`src/rtl/muldiv_sequencer_if.sv`:
```
// Signal bundle joining the decoder/register file, hilo register and PC to the
// multiply/divide sequencer. The decoder side is the master.
interface muldiv_sequencer_if;
  logic        start;
  logic [1:0]  op;
  logic [31:0] rs;
  logic [31:0] rt;
  logic        stall;
  logic        busy;
  logic        hilo_wr_en;
  logic [63:0] hilo_wr_data;
  logic        div_by_zero;

  modport master (
    output start, op, rs, rt,
    input  stall, busy, hilo_wr_en, hilo_wr_data, div_by_zero
  );

  modport slave (
    input  start, op, rs, rt,
    output stall, busy, hilo_wr_en, hilo_wr_data, div_by_zero
  );
endinterface

```
`src/rtl/muldiv_sequencer.sv`:
```
// Iterative MULT/MULTU/DIV/DIVU sequencer for the HI/LO path, one bit per cycle.
// Define MULDIV_EARLY_OUT_EN to let multiplies leave CALC once the multiplier is exhausted.
module muldiv_sequencer (
  input  logic              clk_cpu,
  input  logic              reset,
  muldiv_sequencer_if.slave bus
);

  localparam logic [1:0] S_IDLE = 2'd0;
  localparam logic [1:0] S_CALC = 2'd1;
  localparam logic [1:0] S_FIX  = 2'd2;
  localparam logic [1:0] S_DONE = 2'd3;

  localparam logic [1:0] OP_MULT = 2'b00;
  localparam logic [1:0] OP_DIV  = 2'b10;

  logic [1:0]  r_state;
  logic [5:0]  r_count;
  logic [1:0]  r_op;
  logic        r_neg_a;
  logic        r_neg_b;
  logic        r_rt_zero;
  logic [31:0] r_rs;
  logic [63:0] r_mcand;
  logic [31:0] r_mplier;
  logic [31:0] r_divisor;
  logic [63:0] r_acc;
  logic [32:0] r_rem;
  logic        r_wr_en;
  logic        r_dbz;
  logic [63:0] r_hilo;

  logic        w_accept;
  logic        w_is_div;
  logic        w_rs_neg;
  logic        w_rt_neg;
  logic [31:0] w_rs_mag;
  logic [31:0] w_rt_mag;
  logic [31:0] w_mplier_next;
  logic [63:0] w_acc_next;
  logic [33:0] w_rem_diff;
  logic        w_rem_ge;
  logic        w_calc_last;
  logic [63:0] w_prod;
  logic [31:0] w_quo;
  logic [31:0] w_remv;
  logic [63:0] w_result;

  assign w_accept = (r_state == S_IDLE) && bus.start;
  assign w_is_div = r_op[1];

  // Signed ops work on magnitudes; the signs are restored in FIX.
  assign w_rs_neg = ~bus.op[0] & bus.rs[31];
  assign w_rt_neg = ~bus.op[0] & bus.rt[31];
  assign w_rs_mag = w_rs_neg ? (~bus.rs + 32'd1) : bus.rs;
  assign w_rt_mag = w_rt_neg ? (~bus.rt + 32'd1) : bus.rt;

  assign w_mplier_next = {1'b0, r_mplier[31:1]};
  assign w_acc_next    = r_mplier[0] ? (r_acc + r_mcand) : r_acc;

  // Restoring step: shift the next dividend bit in and try to subtract the divisor.
  assign w_rem_diff = {r_rem, r_mplier[31]} - {2'b00, r_divisor};
  assign w_rem_ge   = ~w_rem_diff[33];

`ifdef MULDIV_EARLY_OUT_EN
  assign w_calc_last = (r_count == 6'd1) || (!w_is_div && (w_mplier_next == 32'd0));
`else
  assign w_calc_last = (r_count == 6'd1);
`endif

  always_comb begin
    w_prod   = r_acc;
    w_quo    = r_mplier;
    w_remv   = r_rem[31:0];
    w_result = r_acc;
    if ((r_op == OP_MULT) && (r_neg_a ^ r_neg_b)) begin
      w_prod = ~r_acc + 64'd1;
    end
    if ((r_op == OP_DIV) && (r_neg_a ^ r_neg_b)) begin
      w_quo = ~r_mplier + 32'd1;
    end
    if ((r_op == OP_DIV) && r_neg_a) begin
      w_remv = ~r_rem[31:0] + 32'd1;
    end
    if (!w_is_div) begin
      w_result = w_prod;
    end else if (r_rt_zero) begin
      w_result = {r_rs, 32'hFFFF_FFFF};
    end else begin
      w_result = {w_remv, w_quo};
    end
  end

  always_ff @(posedge clk_cpu or negedge reset) begin
    if (!reset) begin
      r_state <= S_IDLE;
      r_count <= 6'd0;
    end else begin
      case (r_state)
        S_IDLE: begin
          if (bus.start) begin
            r_state <= S_CALC;
            r_count <= 6'd32;
          end
        end
        S_CALC: begin
          r_count <= r_count - 6'd1;
          if (w_calc_last) begin
            r_state <= S_FIX;
          end
        end
        S_FIX:   r_state <= S_DONE;
        default: r_state <= S_IDLE;
      endcase
    end
  end

  // r_mplier carries the multiplier (shifting right) or the dividend turning into the quotient (shifting left).
  always_ff @(posedge clk_cpu or negedge reset) begin
    if (!reset) begin
      r_op      <= 2'b00;
      r_neg_a   <= 1'b0;
      r_neg_b   <= 1'b0;
      r_rt_zero <= 1'b0;
      r_rs      <= 32'd0;
      r_mcand   <= 64'd0;
      r_mplier  <= 32'd0;
      r_divisor <= 32'd0;
      r_acc     <= 64'd0;
      r_rem     <= 33'd0;
    end else if (w_accept) begin
      r_op      <= bus.op;
      r_neg_a   <= w_rs_neg;
      r_neg_b   <= w_rt_neg;
      r_rt_zero <= (bus.rt == 32'd0);
      r_rs      <= bus.rs;
      r_mcand   <= {32'd0, w_rs_mag};
      r_mplier  <= bus.op[1] ? w_rs_mag : w_rt_mag;
      r_divisor <= w_rt_mag;
      r_acc     <= 64'd0;
      r_rem     <= 33'd0;
    end else if (r_state == S_CALC) begin
      if (w_is_div) begin
        r_rem    <= w_rem_ge ? w_rem_diff[32:0] : {r_rem[31:0], r_mplier[31]};
        r_mplier <= {r_mplier[30:0], w_rem_ge};
      end else begin
        r_acc    <= w_acc_next;
        r_mcand  <= {r_mcand[62:0], 1'b0};
        r_mplier <= w_mplier_next;
      end
    end
  end

  always_ff @(posedge clk_cpu or negedge reset) begin
    if (!reset) begin
      r_wr_en <= 1'b0;
      r_dbz   <= 1'b0;
      r_hilo  <= 64'd0;
    end else begin
      r_wr_en <= (r_state == S_FIX);
      r_dbz   <= (r_state == S_FIX) && w_is_div && r_rt_zero;
      if (r_state == S_FIX) begin
        r_hilo <= w_result;
      end
    end
  end

  // stall is gated by reset so the PC is released the moment reset is applied.
  assign bus.stall        = reset & (w_accept | (r_state == S_CALC) | (r_state == S_FIX));
  assign bus.busy         = (r_state != S_IDLE);
  assign bus.hilo_wr_en   = r_wr_en;
  assign bus.div_by_zero  = r_dbz;
  assign bus.hilo_wr_data = r_hilo;

endmodule

```
`src/flat_wrapper.sv`:
```
// flat-port wrapper written by rule: the top's interface ports become plain ports
module muldiv_sequencer_flat 
  (clk_cpu, reset, bus_start, bus_op, bus_rs, bus_rt, bus_stall, bus_busy, bus_hilo_wr_en, bus_hilo_wr_data, bus_div_by_zero);
  muldiv_sequencer_if bus_i ();
  input  logic clk_cpu;
  input  logic reset;
  input wire logic [$bits(bus_i.start)-1:0] bus_start;
  input wire logic [$bits(bus_i.op)-1:0] bus_op;
  input wire logic [$bits(bus_i.rs)-1:0] bus_rs;
  input wire logic [$bits(bus_i.rt)-1:0] bus_rt;
  output wire logic [$bits(bus_i.stall)-1:0] bus_stall;
  output wire logic [$bits(bus_i.busy)-1:0] bus_busy;
  output wire logic [$bits(bus_i.hilo_wr_en)-1:0] bus_hilo_wr_en;
  output wire logic [$bits(bus_i.hilo_wr_data)-1:0] bus_hilo_wr_data;
  output wire logic [$bits(bus_i.div_by_zero)-1:0] bus_div_by_zero;
  assign bus_i.start = bus_start;
  assign bus_i.op = bus_op;
  assign bus_i.rs = bus_rs;
  assign bus_i.rt = bus_rt;
  assign bus_stall = bus_i.stall;
  assign bus_busy = bus_i.busy;
  assign bus_hilo_wr_en = bus_i.hilo_wr_en;
  assign bus_hilo_wr_data = bus_i.hilo_wr_data;
  assign bus_div_by_zero = bus_i.div_by_zero;
  muldiv_sequencer u_core (.clk_cpu(clk_cpu), .reset(reset), .bus(bus_i));
endmodule
```
`config.mk`:
```
export PLATFORM = sky130hd
export DESIGN_NAME = muldiv_sequencer_flat
export DESIGN_NICKNAME = d
export VERILOG_FILES = /design/src/rtl/muldiv_sequencer_if.sv /design/src/rtl/muldiv_sequencer.sv /design/src/flat_wrapper.sv
export SDC_FILE = /design/constraint.sdc
export NUM_CORES = 1
export LEC_CHECK = 0
export ABC_AREA = 1
export CAP_MARGIN = 20
export CELL_PAD_IN_SITES_DETAIL_PLACEMENT = 1
export CELL_PAD_IN_SITES_GLOBAL_PLACEMENT = 2
export CORE_MARGIN = 2
export CORE_UTILIZATION = 30
export DETAILED_ROUTE_END_ITERATION = 12
export HOLD_SLACK_MARGIN = 0.06
export PLACE_DENSITY = 0.73
export SKIP_LAST_GASP = 1
export SYNTH_ARGS = -nofsm -noshare
export SYNTH_HDL_FRONTEND = slang
export SYNTH_SLANG_ARGS = --single-unit
```
`constraint.sdc`:
```
create_clock -name clk_cpu -period 1.98 [get_ports clk_cpu]
set_input_delay 0.495 -clock clk_cpu [delete_from_list [all_inputs] [get_ports clk_cpu]]
set_output_delay 0.495 -clock clk_cpu [all_outputs]
set_load 0.005 [all_outputs]
```
### Yosys cells after proc, flatten, opt, wreduce, memory -nomap -nowiden

Index checks and enable logic that the tools add are counted.

* add/sub/neg operators: 8
* eq/ne operators: 7
* mux-type cells: 27
* bitwise gates (word level): 13
* reduce and logical (&&, ||, !) cells: 19

Operator list (count)
* two-way mux 64 bit: 10
* two-way mux 32 bit: 8
* two-way mux 33 bit: 4
* adder 32 x 1 -> 32 bit, second input constant: 4
* NOT 32 bit: 4
* adder 64 x 1 -> 64 bit, second input constant: 1
* adder 64 bit: 1
* NOT 64 bit: 1
* subtractor 34 x 32 -> 34 bit: 1
* logical NOT 32 bit: 1
* case mux 6 bit (2 select lines): 1
* nonzero test 2 bit: 5
* AND reduction 2 bit: 4
* == test 6 x 1 -> 1 bit, second input constant: 1
* logical AND 1 bit: 6
* two-way mux 6 bit: 1
* case mux 2 bit (3 select lines): 1
* subtractor 6 x 1 -> 6 bit, second input constant: 1
* == test 2 bit, second input constant: 2
* logical NOT 2 bit: 2
* two-way mux 2 bit: 2
* inequality test 2 bit, second input constant: 2
* bitwise AND 1 bit: 3
* AND reduction 3 bit: 1
* 5 further kinds: 7

* register bits after elaboration: 336
* input bits: 69
* output and inout port bits: 68
* logic and storage cells: 89

### Longest topological paths before layout

Gate-level depths: netlist of run 1.

* depth in word-level cells: 5
* gate-level depth with buffers: 18
* mapped depth without buffers: 17

### Worst setup path before layout of run 1

OpenSTA, ideal clock, no wires.

* path type: register -> register
* start point: reg u_core.r_acc[0]
* end point: reg u_core.r_acc[62]
* setup time: 0.117 ns
* arrival: 1.927 ns
* data required time: 1.863 ns
* slack: -0.065 ns
* stages on the path, launching flop included: 15
* buffers on the path: 0
* clock period less this slack: 2.045 ns
* cell sequence: dfrtp_1 -> ha_1 -> fa_1 -> nand3_1 -> nand2_1 -> nand3_1 -> nand2_1 -> nand2_1 -> nand2_1 -> nand2_1 -> nand2_1 -> nand2_1 -> nand3_1 -> nand3_1 -> nand2_1

* word-level cells in the longest chain between the ends: 5

RTL lines
* start: declaration: line muldiv_sequencer.sv:27 `logic [63:0] r_acc;`
* start signal: assignment: line muldiv_sequencer.sv:147 `r_acc <= w_acc_next;`
* adder 64 bit: line muldiv_sequencer.sv:59 `assign w_acc_next = r_mplier[0] ? (r_acc + r_mcand) : r_acc;`
* two-way mux 64 bit: line muldiv_sequencer.sv:59
* two-way mux 64 bit: line muldiv_sequencer.sv:143 `if (w_is_div) begin`
* two-way mux 64 bit: line muldiv_sequencer.sv:142 `end else if (r_state == S_CALC) begin`
* two-way mux 64 bit: line muldiv_sequencer.sv:131 `end else if (w_accept) begin`

Every way passes these cells. The select of a mux whose other input is x is not followed.
A chain may end at the register's enable or synchronous reset.

### Worst setup path after layout of run 1

* start point: reg u_core.r_mcand[0]
* end point: reg u_core.r_acc[22]

* word-level cells in the longest chain between the ends: 5

RTL lines
* start: declaration: line muldiv_sequencer.sv:24 `logic [63:0] r_mcand;`
* start signal: assignment: line muldiv_sequencer.sv:137 `r_mcand <= {32'd0, w_rs_mag};`
* start signal: assignment: line muldiv_sequencer.sv:148 `r_mcand <= {r_mcand[62:0], 1'b0};`
* adder 64 bit: line muldiv_sequencer.sv:59
* two-way mux 64 bit: line muldiv_sequencer.sv:59
* two-way mux 64 bit: line muldiv_sequencer.sv:143
* two-way mux 64 bit: line muldiv_sequencer.sv:142
* two-way mux 64 bit: line muldiv_sequencer.sv:131

Every way passes these cells. The select of a mux whose other input is x is not followed.

==> metrics.yaml, run 1 <==
status:
  status: "complete, but fails checks"
  violations: "negative setup slack"
cells_and_area:
  final_cells: 7416
  finish.utilization_pct: 52.6
  syn2layout_area_growth_pct: 74.6
  design_area_mm2: 0.0506
  final_nets: 6277
  drive_gt1_share_pct: 42.9
place:
  port_buffers: 136
  dpl_cell_area_mm2: 0.0401
  dpl.cell_count: 7149
  post-place-ws_ns: -0.827
  place_congestion: 0.977
  dp_hpwl_mm: 130
logic_synthesis:
  synth_mux_area_share_pct: 0
  synthTopCellsByCount: "nand2_1 (1537), inv_1 (654), nor2_1 (536)"
  syn-num-nets: 4947
  avgSynthCellArea_um2: 6.08
  synth_fa_ha_area_share_pct: 4.67
  synth-edff-count: 0
  synth_xor_area_share_pct: 2.75
  yosysMostFrequentCell: "nand2_1"
  synth.area.top_cells: "dfrtp_1 (29%), nand2_1 (20%), inv_1 (8.5%)"
  synth_cell_type_count: 53
  syn_inst: 4771
  synth_seq_cells: 336
  async_reset_ff_share_pct: 100
  syn-cell-area_mm2: 0.0290
  synth_compound_area_share_pct: 13.7
  synth_top_family_by_area: "simple AND/OR/NAND/NOR gates"
  ys.warnings.count: 0
  synth.top_cell.area_share_pct: 29.0
  ys_seq_area_share_pct: 29.0
  yosys.area.top_type: "dfrtp_1"
  synth-simple-area-share_pct: 39.0
  synth_ff_type: "dfrtp_1"
worst_hold_path:
  min_path_type: "primary input to flop"
  min-delay-start: "bus_rs[4]"
  hold_end: "u_core.r_rs[4]"
  holdPathStages: 4
worst_setup_path:
  path_class: "flop to flop"
  r2r_start: "u_core.r_mcand[0]"
  cp.buffers_inverters: 2
  r2r-end: "u_core.r_acc[22]"
  cp_cell_sequence: "ha_2 -> fa_2 -> nand3_4 -> nand2_4 -> nand3_4 -> nand2_4 -> buf_4 -> nand2_1 -> nand3_2 -> buf_4 -> a21oi_2 -> o21ai_0 -> o21ai_1"
  reg2reg_slack_ns: -0.40
  crit_arrival_ns: 2.90
  critPathMaxStageDelay_ns: 0.43
  worstPathRequired_ns: 2.50
  critical_path.max_fanout: 4
  crit_slowest_cell: "dfrtp_1"
  end_kind: "flop"
  r2r.worst_path.cells: 13
  start_kind: "flop"
  cp_top_family: "adder cells"
timing:
  tns_ns: -48.69
  finalHoldViolCount: 0
  finalClockSkew_ns: 0.0329
  worst_pin_slew_ns: 0.712
  min_period_ns: 2.38
  worst_slack_ns: -0.402
  maxSlewViolCount: 0
  timing.fmax_mhz: 420
  rsz0062_at_grt: "true"
  setup_viol: 301
  relSlewSlack_pct: 52.5
  period_share_pct: 120
clock_tree:
  cts_buffers: 46
  cts-root-buf: "clkbuf_16"
  insertion_delay_ns: 0.63
  clkTransAtPathRegs_ns: 0.06
  htreeDepth: 2
  cts_tree: "yes"
  cts.sinks: 336
  clock_path_buffers: 3
power:
  cellPowerDensity_mw_per_mm2: 1600
  leakage_uw: 0.0251
  peakVddDrop_mv: 0.821
flow_run:
  maxCapViolations: 0
global_route:
  grt_util_all_layers_pct: 32.1
  grt_pass1_wl_mm: 237
  antenna_found_initial: 4
  grt_overflow: 0
  grt_pass1_vias: 37600
  grt_max_degree: 112
floorplan:
  die_y_um: 315
  initial_core_util_pct: 30.1
  die_area_mm2: 0.0992
  core_area_mm2: 0.0963
  dieWidth_um: 315
  rows: 114
  pin_count: 137
route:
  dr.pass1.iters: 5
  route.vias.total: 38500
  wl_per_cell_um: 23.6
  drc: 0
  ant_nets: 0
  vias_per_cell: 5.19
  drt_iter0_markers: 2888
  wl_mm: 175
cell usage in the layout, fill, tap and decap left out, drive strengths merged, types with 31 or more instances in the layout:
cell / count
clkbuf: 76
o21ai: 323
inv: 663
a21oi: 257
dfrtp: 336
clkdlybuf4s50: 105
nor3: 45
buf: 1269
nand2: 1554
xor2: 67
o22ai: 51
nand4: 49
nor2: 562
nand3b: 31
ha: 105
nand3: 448
report_power, final:
part           internal, uW  total [uW]  switching (uW)
clock                  5640        9270            3630
sequential             9810       12900            3140
combinational         25600       59000           33400
total                 41000       81200           40100
logic make-up (layout without fill, tap and decap cells):
family          after synthesis  after routing
compound gates              725            725
flops                       336            336
simple gates               2707           2708
fa+ha+maj                   107            107
buf+inv                     805           2170
xor+xnor                     91             91
other cells                   0              3
sequential cells by signal, summed over array words and instances, names as in the netlist:
name	count
u_core.r_mcand	64
u_core.r_op	2
u_core.r_count	6
u_core.r_rs	32
u_core.r_neg_b	1
u_core.r_mplier	32
u_core.bus.hilo_wr_en	1
u_core.r_state	2
u_core.r_neg_a	1
u_core.r_rt_zero	1
u_core.r_divisor	32
u_core.bus.div_by_zero	1
u_core.r_acc	64
u_core.bus.hilo_wr_data	64
u_core.r_rem	33
what timing repair did:
| item | 4_1_cts | 5_1_grt |
|---|---|---|
| buffers inserted | 50 | 129 |
| pin swaps | 94 | 328 |
| cloned | 12 | 15 |
| hold endpoints to repair | 15 | 0 |
| hold buffers | 1 | 0 |
| endpoints found under the setup margin | 323 | 341 |
| resized for setup | 457 | 1408 |
routing by layer:
metal | GRT usage (%) | up-vias | part of all wire, %
met4 | 9.35 | 0 | 3.5
met1 | 45.3 | 19000 | 45
li1 | - | 18000 | -
met2 | 49.1 | 1152 | 44
met3 | 6.97 | 272 | 7.1
met5 | 0 | - | 0
per-stage QoR:
step                      power (uW)  hold WS, ns
after global routing           85500        0.480
after CTS                      68500        0.489
final                          81200        0.464
after floorplan                31300        0.199
after detailed placement       55300        0.474
after global placement         54500        0.463
worst max-delay path by stage:
stage	from	end	slack, ns	cells past startpoint
6_report	u_core.r_mcand[0]	u_core.r_acc[22]	-0.40	13
5_1_grt	u_core.r_acc[20]	u_core.r_acc[51]	-0.46	15
3_5_place_dp	bus_start	u_core.r_mplier[0]	-0.83	9
2_1_floorplan	u_core.r_acc[0]	u_core.r_acc[62]	0.00004	14
4_1_cts	u_core.r_state[0]	bus_stall	-0.40	7
3_3_place_gp	bus_start	u_core.r_mplier[0]	-0.81	9
cell type report:
class                      count  area, um2
clock buffer                  64       1340
clock inverter                20        309
sequential                   336       8460
tap                         1276       1600
timing repair buffer        1416      12500
inverter                     670       2640
fill                       12000      45600
antenna                        3       7.51
multi-input combinational   3631      23800
tightest hold or removal path, cell delays in order:
cell and delay, ns:
dlymetal6s2s_1 0.16, inv_1 0.10, buf_4 0.17, o21ai_0 0.09
Note: power is estimated with default switching activity, not from simulation.
==> run 2, diff against run 1 <==
CTS_CLUSTER_DIAMETER = 50   (was not set)
==> metrics.yaml, run 2 (synthesis gave the netlist of run 1 again) <==
timing:
  worst_slack_ns: -0.449
  period_share_pct: 123
  maxSlewViolCount: 0
  finalHoldViolCount: 0
  hold_ws_ns: 0.480
  tns_ns: -52.57
  worst_pin_slew_ns: 0.702
  relSlewSlack_pct: 53.2
  rsz0062_at_grt: "true"
  setup_viol: 302
  min_period_ns: 2.43
  finalClockSkew_ns: 0.0432
  timing.fmax_mhz: 412
clock_tree:
  cts.sinks: 336
  cts_tree: "yes"
  htreeDepth: 3
  clkTransAtPathRegs_ns: 0.06
  insertion_delay_ns: 0.66
  clock_path_buffers: 3
  cts-root-buf: "clkbuf_16"
  cts_buffers: 72
worst_setup_path:
  critical_path.max_fanout: 4
  worstPathRequired_ns: 2.48
  end_kind: "flop"
  crit_arrival_ns: 2.93
  path_class: "flop to flop"
  start_kind: "flop"
route:
  route.vias.total: 39100
  dr.pass1.iters: 5
  drc: 0
  ant_nets: 0
  vias_per_cell: 5.24
  drt_iter0_markers: 2964
  wl_mm: 181
  wl_per_cell_um: 24.3
global_route:
  grt_util_all_layers_pct: 32.4
  grt_pass1_wl_mm: 239
  antenna_found_initial: 3
  grt_pass1_vias: 37900
  grt_overflow: 0
  grt_max_degree: 112
place:
  dp_hpwl_mm: 130
  port_buffers: 136
  place_congestion: 0.977
power:
  leakage_uw: 0.0256
  cellPowerDensity_mw_per_mm2: 1660
  peakVddDrop_mv: 0.944
cells_and_area:
  layout_common_cells: "nand2_1 (1209), buf_4 (1077), inv_1 (555), nor2_1 (353), dfrtp_1 (305)"
  drive_gt1_share_pct: 42.6
  final_common_cell: "nand2_1"
  syn2layout_area_growth_pct: 77.8
  final_nets: 6311
  n_fill_cell: 11900
floorplan:
  die_y_um: 315
  rows: 114
  pin_count: 137
  initial_core_util_pct: 30.1
  die_area_mm2: 0.0992
  core_area_mm2: 0.0963
  dieWidth_um: 315
flow_run:
  maxCapViolations: 0
worst_hold_path:
  min_path_type: "flop to flop"
status:
  status: "complete, but fails checks"
  violations: "negative setup slack"
[run 2: final timing paths]
kind / start / endpoint / slack (ns) / cells after the start
min in group asynchronous: reset / u_core.bus.hilo_wr_data[37] / 0.57 / 3
max in group asynchronous: reset / u_core.r_mplier[11] / 0.45 / 4
setup reg to reg: u_core.r_mcand[0] / u_core.r_acc[12] / -0.45 / 11
hold reg to reg: u_core.bus.hilo_wr_data[32] / u_core.bus.hilo_wr_data[32] / 0.48 / 2
hold / removal: u_core.bus.hilo_wr_data[32] / u_core.bus.hilo_wr_data[32] / 0.48 / 2
setup / recovery: u_core.r_mcand[0] / u_core.r_acc[12] / -0.45 / 11
[run 2: cell type report]
class / instances / area (um2) / share of cell area, %
tap: 1276 / 1600 / 3.10
clock inverter: 42 / 467 / 0.905
antenna: 1 / 2.50 / 0.00485
sequential: 336 / 8450 / 16.4
multi-input combinational: 3632 / 23900 / 46.2
timing repair buffer: 1423 / 12600 / 24.4
inverter: 670 / 2640 / 5.12
clock buffer: 89 / 2000 / 3.87
[run 2: what timing repair did]
| item | CTS | global route |
|---|---|---|
| pin swaps | 139 | 385 |
| hold buffers | 1 | 0 |
| buffers inserted | 40 | 135 |
| gates cloned | 9 | 19 |
| resized for setup | 501 | 1337 |
| hold endpoints to repair | 15 | 0 |
| setup endpoints to repair | 319 | 343 |
[run 2: through the flow]
step	instance area [um2]	util (%)	total power, uW	cells	worst slack (ns)
after floorplan	29100	-	31300	4771	0.0000425
after global placement	40100	41.6	54500	7149	-0.814
after detailed placement	40100	41.6	55300	7149	-0.827
after CTS	45300	47.0	72000	7328	-0.426
after global routing	51600	53.6	89800	7468	-0.477
final	51600	53.6	85700	7469	-0.449
[run 2: worst max-delay path, stage by stage (launching register included)]
cell and delay [ns]:
dfrtp_1 0.41, ha_2 0.21, fa_2 0.38, nand3_4 0.10
nand2_4 0.08, buf_6 0.14, nand3_4 0.05, nand3_4 0.11
buf_4 0.15, buf_4 0.13, o21ai_0 0.28, o21ai_0 0.21
[run 2: per-layer routing]
layer	GRT usage [%]	part of all wire (%)	vias to the layer above
li1	-	-	18100
met1	46.5	45	19400
met2	50.4	45	1266
met3	5.28	6.2	330
met4	7.88	4.0	0
met5	0	0	-
[run 2: power breakdown]
group | leakage [uW] | internal, uW | switching, uW
sequential | 0.00420 | 9800 | 3130
combinational | 0.0202 | 25900 | 34300
clock | 0.00120 | 8000 | 4640
total | 0.0256 | 43700 | 42100
